File: src/rtl/uart_pkg.sv
// Shared UART types and constants: scheduler state encoding and frame geometry.
package uart_pkg;

    typedef enum logic [1:0] {
        IDLE,
        START,
        DATA,
        STOP
    } state_t;

    localparam int unsigned UART_DIV_DEFAULT = 104;
    localparam int unsigned FRAME_BITS       = 10;

endpackage

File: src/rtl/uart_tx_sched_if.sv
// Byte handshake between a byte-producing source and the UART transmit scheduler.
interface uart_tx_sched_if;

    logic [7:0] DATA;
    logic       VALID;
    logic       READY;

    modport master (output DATA, output VALID, input READY);
    modport slave  (input DATA, input VALID, output READY);

endinterface

File: src/rtl/uart_tx_sched_baud_tick.sv
// Baud divider: 8-bit counter 0..DIV-1 with a one-cycle tick on the last count.
module uart_baud_tick #(
    parameter int unsigned DIV = 104
) (
    input  logic       CLK,
    input  logic       RESET,
    input  logic       CLR,
    output logic [7:0] cnt,
    output logic       TICK
);

    localparam logic [7:0] LAST = 8'(DIV - 1);

    assign TICK = (cnt == LAST);

    // DIV=256 wraps 255->0 through the natural 8-bit overflow and the tick clear alike.
    always_ff @(posedge CLK) begin
        if (RESET || CLR || TICK) begin
            cnt <= '0;
        end else begin
            cnt <= cnt + 8'd1;
        end
    end

endmodule

File: src/rtl/uart_tx_sched.sv
// 8N1 transmit scheduler: accepts one byte per frame and steps start/data/stop bits on divider ticks.
module uart_tx_sched
    import uart_pkg::*;
#(
    parameter int unsigned DIV = UART_DIV_DEFAULT
) (
    input  logic              CLK,
    input  logic              RESET,
    uart_tx_sched_if.slave    bus,
    output logic              TX,
    output logic              BUSY
);

    state_t     state;
    state_t     state_next;
    logic [7:0] shreg;
    logic [7:0] shreg_next;
    logic [2:0] idx;
    logic [2:0] idx_next;
    logic       tx_next;
    logic [7:0] cnt;
    logic       tick;
    logic       ready;
    logic       transfer;
    logic       clr;

    assign ready    = !RESET && ((state == IDLE) || (state == STOP && tick));
    assign transfer = bus.VALID && ready;
    assign clr      = (state == IDLE) || transfer;
    assign bus.READY = ready;
    assign BUSY      = (state != IDLE);

    uart_baud_tick #(
        .DIV (DIV)
    ) u_baud (
        .CLK   (CLK),
        .RESET (RESET),
        .CLR   (clr),
        .cnt   (cnt),
        .TICK  (tick)
    );

    always_ff @(posedge CLK) begin
        if (RESET) begin
            state <= IDLE;
            shreg <= '0;
            idx   <= '0;
            TX    <= 1'b1;
        end else begin
            state <= state_next;
            shreg <= shreg_next;
            idx   <= idx_next;
            TX    <= tx_next;
            assert (state != IDLE || cnt == '0);
        end
    end

    always_comb begin
        state_next = state;
        case (state)
            IDLE:    if (transfer) state_next = START;
            START:   if (tick) state_next = DATA;
            DATA:    if (tick && idx == 3'd7) state_next = STOP;
            STOP:    if (tick) state_next = transfer ? START : IDLE;
            default: state_next = IDLE;
        endcase
    end

    // TX is registered from the next-state view so the pin changes on the same edge as the state.
    always_comb begin
        shreg_next = shreg;
        idx_next   = idx;
        if (transfer) begin
            shreg_next = bus.DATA;
            idx_next   = '0;
        end else if (state == DATA && tick) begin
            shreg_next = {1'b0, shreg[7:1]};
            idx_next   = idx + 3'd1;
        end
        case (state_next)
            START:   tx_next = 1'b0;
            DATA:    tx_next = shreg_next[0];
            default: tx_next = 1'b1;
        endcase
    end

endmodule

File: src/flat_wrapper.sv
// flat-port wrapper written by rule: the top's interface ports become plain ports
module uart_tx_sched_flat import uart_pkg::*;
#(
    parameter int unsigned DIV = UART_DIV_DEFAULT
)
  (CLK, RESET, TX, BUSY, bus_DATA, bus_VALID, bus_READY);
  uart_tx_sched_if bus_i ();
  input  logic CLK;
  input  logic RESET;
  output logic TX;
  output logic BUSY;
  input wire logic [$bits(bus_i.DATA)-1:0] bus_DATA;
  input wire logic [$bits(bus_i.VALID)-1:0] bus_VALID;
  output wire logic [$bits(bus_i.READY)-1:0] bus_READY;
  assign bus_i.DATA = bus_DATA;
  assign bus_i.VALID = bus_VALID;
  assign bus_READY = bus_i.READY;
  uart_tx_sched #(.DIV(DIV)) u_core (.CLK(CLK), .RESET(RESET), .bus(bus_i), .TX(TX), .BUSY(BUSY));
endmodule
File: config.mk
export PLATFORM = sky130hd
export DESIGN_NAME = uart_tx_sched_flat
export DESIGN_NICKNAME = d
export VERILOG_FILES = /design/src/rtl/uart_pkg.sv /design/src/rtl/uart_tx_sched_if.sv /design/src/rtl/uart_tx_sched_baud_tick.sv /design/src/rtl/uart_tx_sched.sv /design/src/flat_wrapper.sv
export SDC_FILE = /design/constraint.sdc
export NUM_CORES = 1
export LEC_CHECK = 0
export BUFFER_PORTS_ARGS = -buffer_cell sky130_fd_sc_hd__buf_2
export CORE_MARGIN = 4
export CORE_UTILIZATION = 35
export DETAILED_ROUTE_END_ITERATION = 12
export HOLD_SLACK_MARGIN = 0.03
export PLACE_DENSITY = 0.53
export SLEW_MARGIN = 20
export SYNTH_ARGS = -nofsm -noshare
export SYNTH_HDL_FRONTEND = slang
export SYNTH_HIERARCHICAL = 1
export SYNTH_SLANG_ARGS = --single-unit
File: constraint.sdc
create_clock -name CLK -period 2.4 [get_ports CLK]
set_input_delay 0.48 -clock CLK [delete_from_list [all_inputs] [get_ports CLK]]
set_output_delay 0.48 -clock CLK [all_outputs]
set_load 0.1 [all_outputs]
# Word level (Yosys, flattened, before mapping)
# Index checks and enable logic that the tools add are counted.
# word_totals
reg_bits	22
inputBits	11
output_inout_bits	3
wordCells	38
# op_classes
n_addsub	2
n_eq_ne	7
muxes	9
n_reduce_logical	14
# ops
cell	n
$mux 8	2
$add 8x1->8 const B	1
$eq 8x7->1 const B	1
$mux 2	4
$pmux 2 s4	1
$eq 2x2->1 const B	3
$logic_and 1x1->1	5
$eq 2x1->1 const B	2
$logic_or 1x1->1	4
$reduce_bool 2->1	2
$add 3x1->3 const B	1
$eq 3x3->1 const B	1
$logic_not 2->1	1
$pmux 1 s2	1
$reduce_or 2->1	1
$logic_not 1->1	1
$mux 1	1

# Depth between registers and ports, before layout
# depth
ltp_word	10
mapped_depth	9

# Cells and area by module
# Netlist, hierarchy kept.
# modules_own_cells
module	instances	cells_each	area_each_um2	seq_area_each_um2
uart_tx_sched	1	78	735.7	280.3
uart_baud_tick	1	37	366.6	160.2

# Least setup slack after synthesis
# Ideal clock, no wire load.
# synth_path
kind	register -> output
from	register u_core.state[0]
to	output bus_READY
arrival_time_ps	2657
setup_slack_ps	-737
path_stages_with_launch	5
n_path_buf	1
cell_sequence	dfxtp_1 > buf_4 > nor2_1 > inv_1 > a21oi_1
# synth_between
elab_chain_cells	4
word_cells_on_any_way	5
cone_classes	eq/ne (1); reduce/logical (4)
# synth_rtl
item	line_no	source
start: declaration	uart_tx_sched.sv:14	state_t state;
start signal: assignment	uart_tx_sched.sv:50	state <= state_next;
$eq 2x2->1	uart_tx_sched.sv:27	assign ready = !RESET && ((state == IDLE) || (state == STOP && tick));
$logic_and 1x1->1	uart_tx_sched.sv:27	
$logic_or 1x1->1 *	uart_tx_sched.sv:27	
$logic_and 1x1->1 *	uart_tx_sched.sv:27	
end: declaration	flat_wrapper.sv:14	output wire logic [$bits(bus_i.READY)-1:0] bus_READY;
# Mark *: on every way between the ends. The rest lies on a longest branch, timed or not.

# Worst setup path in the final report
# layout_path
from	register u_core.u_baud.cnt[0]
to	output bus_READY
# layout_between
elab_chain_cells	4
# layout_rtl
item	line_no	source
start: declaration	uart_tx_sched_baud_tick.sv:8	output logic [7:0] cnt,
start signal: assignment	uart_tx_sched_baud_tick.sv:21	cnt <= cnt + 8'd1;
$eq 8x7->1	uart_tx_sched_baud_tick.sv:14	assign TICK = (cnt == LAST);
via u_core.tick	uart_tx_sched.sv:22	logic tick;
$logic_and 1x1->1	uart_tx_sched.sv:27	
$logic_or 1x1->1	uart_tx_sched.sv:27	
$logic_and 1x1->1	uart_tx_sched.sv:27	
# The timed path passes the listed nets, and every way through them passes these cells.

==> results.md <==
- Vias in the first global route: 824
- RSZ-0062 raised after global routing: no
- Netlist cell types: 35
- Clock Skews: 0.0122 ns
- Number of flops mapped to enable cells by yosys: 0
- Layout fillers: 304
- DP Wirelength: 1440 um
- Hold Startpoint: bus_DATA[7]
- Crit Reg-Reg Startpoint: u_core/u_baud/cnt[0]$_SDFF_PP0_
- Antenna cells: 0
- Floorplan row count: 20
- Worst min-delay path category: primary input to flop
- Area of the core: 0.00303 mm2
- Seq cells post-synth: 22
- Worst EP arrival: 1.77 ns
- Worst vdd ir: 420 uV
- Final hold slack: 0.439 ns
- Area Growth Syn to Fin: 16.5%
- Final Max Tran Viols: 0
- Initial Utilization: 0.364
- Slew HR: 0.677
- GR Util All Layers: 0.115
- Outcome: finished clean
- Leakage Power: 0.525 nW
- Drt drc: 0
- Die boundary width: 64.1 um
- Async set or reset register ratio after synthesis: 0
- Worst R2R End: u_core/shreg[3]$_SDFFE_PP0P_
- CTS root buf: clkbuf_4
- Area of the multi-input gates: 628 um2
- Sink of the worst hold path: u_core/shreg[7]$_SDFFE_PP0P_
- Die Y: 64.1 um
- Worst setup path category: flop to output pin
- Worst r2r path cells: 8
- Initial antenna violation count: 0
- Total die area: 0.00411 mm2
- Clk buf depth: 2
- Flip-flop and latch area: 443 um2
- CTS tree: built
- Seq/Total Area, Yosys: 0.400
- Critical path launch point type: flop
- Maximum clock frequency: 0.445 GHz
- Syn avg cell area: 9.59 um2
- Setup TNS: 0 ns
- Crit. End Element: output pin
- Nets: 145
- Transition time of the tightest slew-check pin: 0.487 ns
- Post-layout util: 0.424
- Final min period: 2.25 ns
- Vias/cell: 4.97
- Port bufs: 13
- Critical path cell sequence: ha_1 -> nand4_1 -> nor4_4 -> nand3_2 -> a21oi_4 -> buf_12
- Share of post-route cells with drive strength above 1: 0.256
- TritonRoute pass-1 iters: 4
- Fin. Hold Viols: 0
- Clock Pin Slew Worst Setup and Hold Paths: 0.13 ns
- Gr ovfl total: 0
- First-pass GRT wire length: 3820 um
- Setup violators final: 0
- Cells after DPL: 167
- Post-CTS Hold Fix Bufs: 0
- Most used DFF post-synth: dfxtp_1
- Antenna Violating Nets Remaining: 0
- Req. time, crit path: 1.92 ns
- PD cells: 546 mW/mm2
- Max-cap violations: 0
- Drt total wl: 2070 um
- Clock latency at the later pin of the worst-skew pair: 0.31 ns
- Largest net degree at the start of global routing: 20
- Hold Crit Depth: 3
- Final std cells w/o fill: 173
- Worst-path fanout max: 4
- Post-Syn Area: 0.00110 mm2
- Number of CTS-inserted buffers: 3
- Post-DR wirelength/cell: 12.0 um
- Syn nets: 130
- Final Cycle Share: 0.937
- Final GP Congestion: 0.703
- Post-synthesis cell count: 115
- Yosys warns: 6
- CTS sink count: 22
- First DRT Iteration DRCs: 66
- Routed via count: 859
- Largest stage delay, worst path: 0.38 ns
- H-tree depth: 1
- # IOs: 14
- Flop2flop setup slack: 0.29 ns
- Slowest cell on crit path: dfxtp_2
==> sequential cells by signal, summed over array words and instances, names as in the netlist <==
signal,flops
u_core/state,2
u_core/TX,1
u_core/shreg,8
u_core/idx,3
u_core/u_baud/cnt,8
==> critical path, delay by kind of cell, from the launching register on <==
| kind | cells | cell delay (ns) |
|---|---|---|
| flip-flops | 1 | 0.38 |
| buffers and inverters | 1 | 0.19 |
| AND/OR/NAND/NOR | 3 | 0.52 |
| adder cells (fa/ha/maj) | 1 | 0.18 |
| AO/OA/AOI/OAI | 1 | 0.19 |
==> cell usage after synthesis (2+ instances only) <==
master / count / share of area
dfxtp_1: 22 / 0.40
a21oi_1: 12 / 0.054
mux2i_1: 9 / 0.082
a211oi_1: 7 / 0.048
nand2_1: 6 / 0.020
nor2_1: 6 / 0.020
nor3_1: 5 / 0.023
ha_1: 4 / 0.045
o21ai_0: 4 / 0.018
xor2_1: 4 / 0.032
buf_6: 3 / 0.031
inv_1: 3 / 0.010
nand4_1: 3 / 0.017
clkbuf_1: 2 / 0.0068
nand2b_1: 2 / 0.011
nand3_1: 2 / 0.0091
or3_1: 2 / 0.011
xnor2_1: 2 / 0.016
==> layer usage <==
metal  GRT usage  wire, um  up-vias
met5           0         0        -
met4      0.0237        11        0
met3      0.0387        82        2
met2       0.175       882       15
met1       0.158      1100      398
li1            -         -      444
==> worst max path at each step <==
stage                                               start                           end
after floorplan           u_core/u_baud/cnt[0]$_SDFF_PP0_                     bus_READY
after global placement    u_core/u_baud/cnt[0]$_SDFF_PP0_                     bus_READY
after detailed placement  u_core/u_baud/cnt[0]$_SDFF_PP0_  u_core/shreg[3]$_SDFFE_PP0P_
after CTS                 u_core/u_baud/cnt[0]$_SDFF_PP0_                     bus_READY
after global routing      u_core/u_baud/cnt[0]$_SDFF_PP0_                     bus_READY
final                     u_core/u_baud/cnt[0]$_SDFF_PP0_                     bus_READY
==> cell type report <==
| cell class | instances | area share |
|---|---|---|
| multi-input cells | 83 | 0.489 |
| flip-flops and latches | 22 | 0.345 |
| repair buffers | 17 | 0.0858 |
| well taps | 44 | 0.0429 |
| clock buffers | 4 | 0.0283 |
| inverters | 3 | 0.00877 |
==> layout by cell type, fill, tap and decap left out, types with 3 or more instances in the layout <==
cell / n
a211oi_1: 7
a21oi_1: 11
buf_2: 12
buf_4: 4
clkbuf_4: 3
dfxtp_1: 20
ha_1: 4
inv_1: 3
mux2i_1: 9
nand2_1: 6
nand4_1: 3
nor2_1: 6
nor3_1: 5
o21ai_0: 4
xor2_1: 4
==> repair_timing <==
action                     in CTS  in global routing
setup endpoints to repair       1                  4
gates resized for setup         5                  0
setup buffers                   2                  0
pin swaps                       2                  1
gates cloned                    0                  0
hold endpoints to repair        0                  0
==> stage by stage <==
step	instance area, um2	power [mW]	setup WS [ns]
finish	1280	0.700	0.151
global route	1280	0.745	0.00602
CTS	1280	0.709	0.0112
detailed placement	1210	0.506	0.158
global placement	1210	0.504	0.224
floorplan	1110	0.481	0.123
==> kinds of logic after synthesis <==
| logic type | synth area share |
|---|---|
| buffers and inverters | 0.0590 |
| XOR/XNOR | 0.0477 |
| flip-flops | 0.400 |
| adder cells (fa/ha/maj) | 0.0454 |
| AO/OA/AOI/OAI | 0.191 |
| multiplexers | 0.0817 |
| AND/OR/NAND/NOR | 0.176 |
==> report_power, final <==
part           total, mW  internal (mW)  switching [mW]
clock              0.202         0.0925           0.110
combinational      0.104         0.0358          0.0684
sequential         0.394          0.381          0.0125
total              0.700          0.510           0.191
Power figures use the tool's default switching activity.
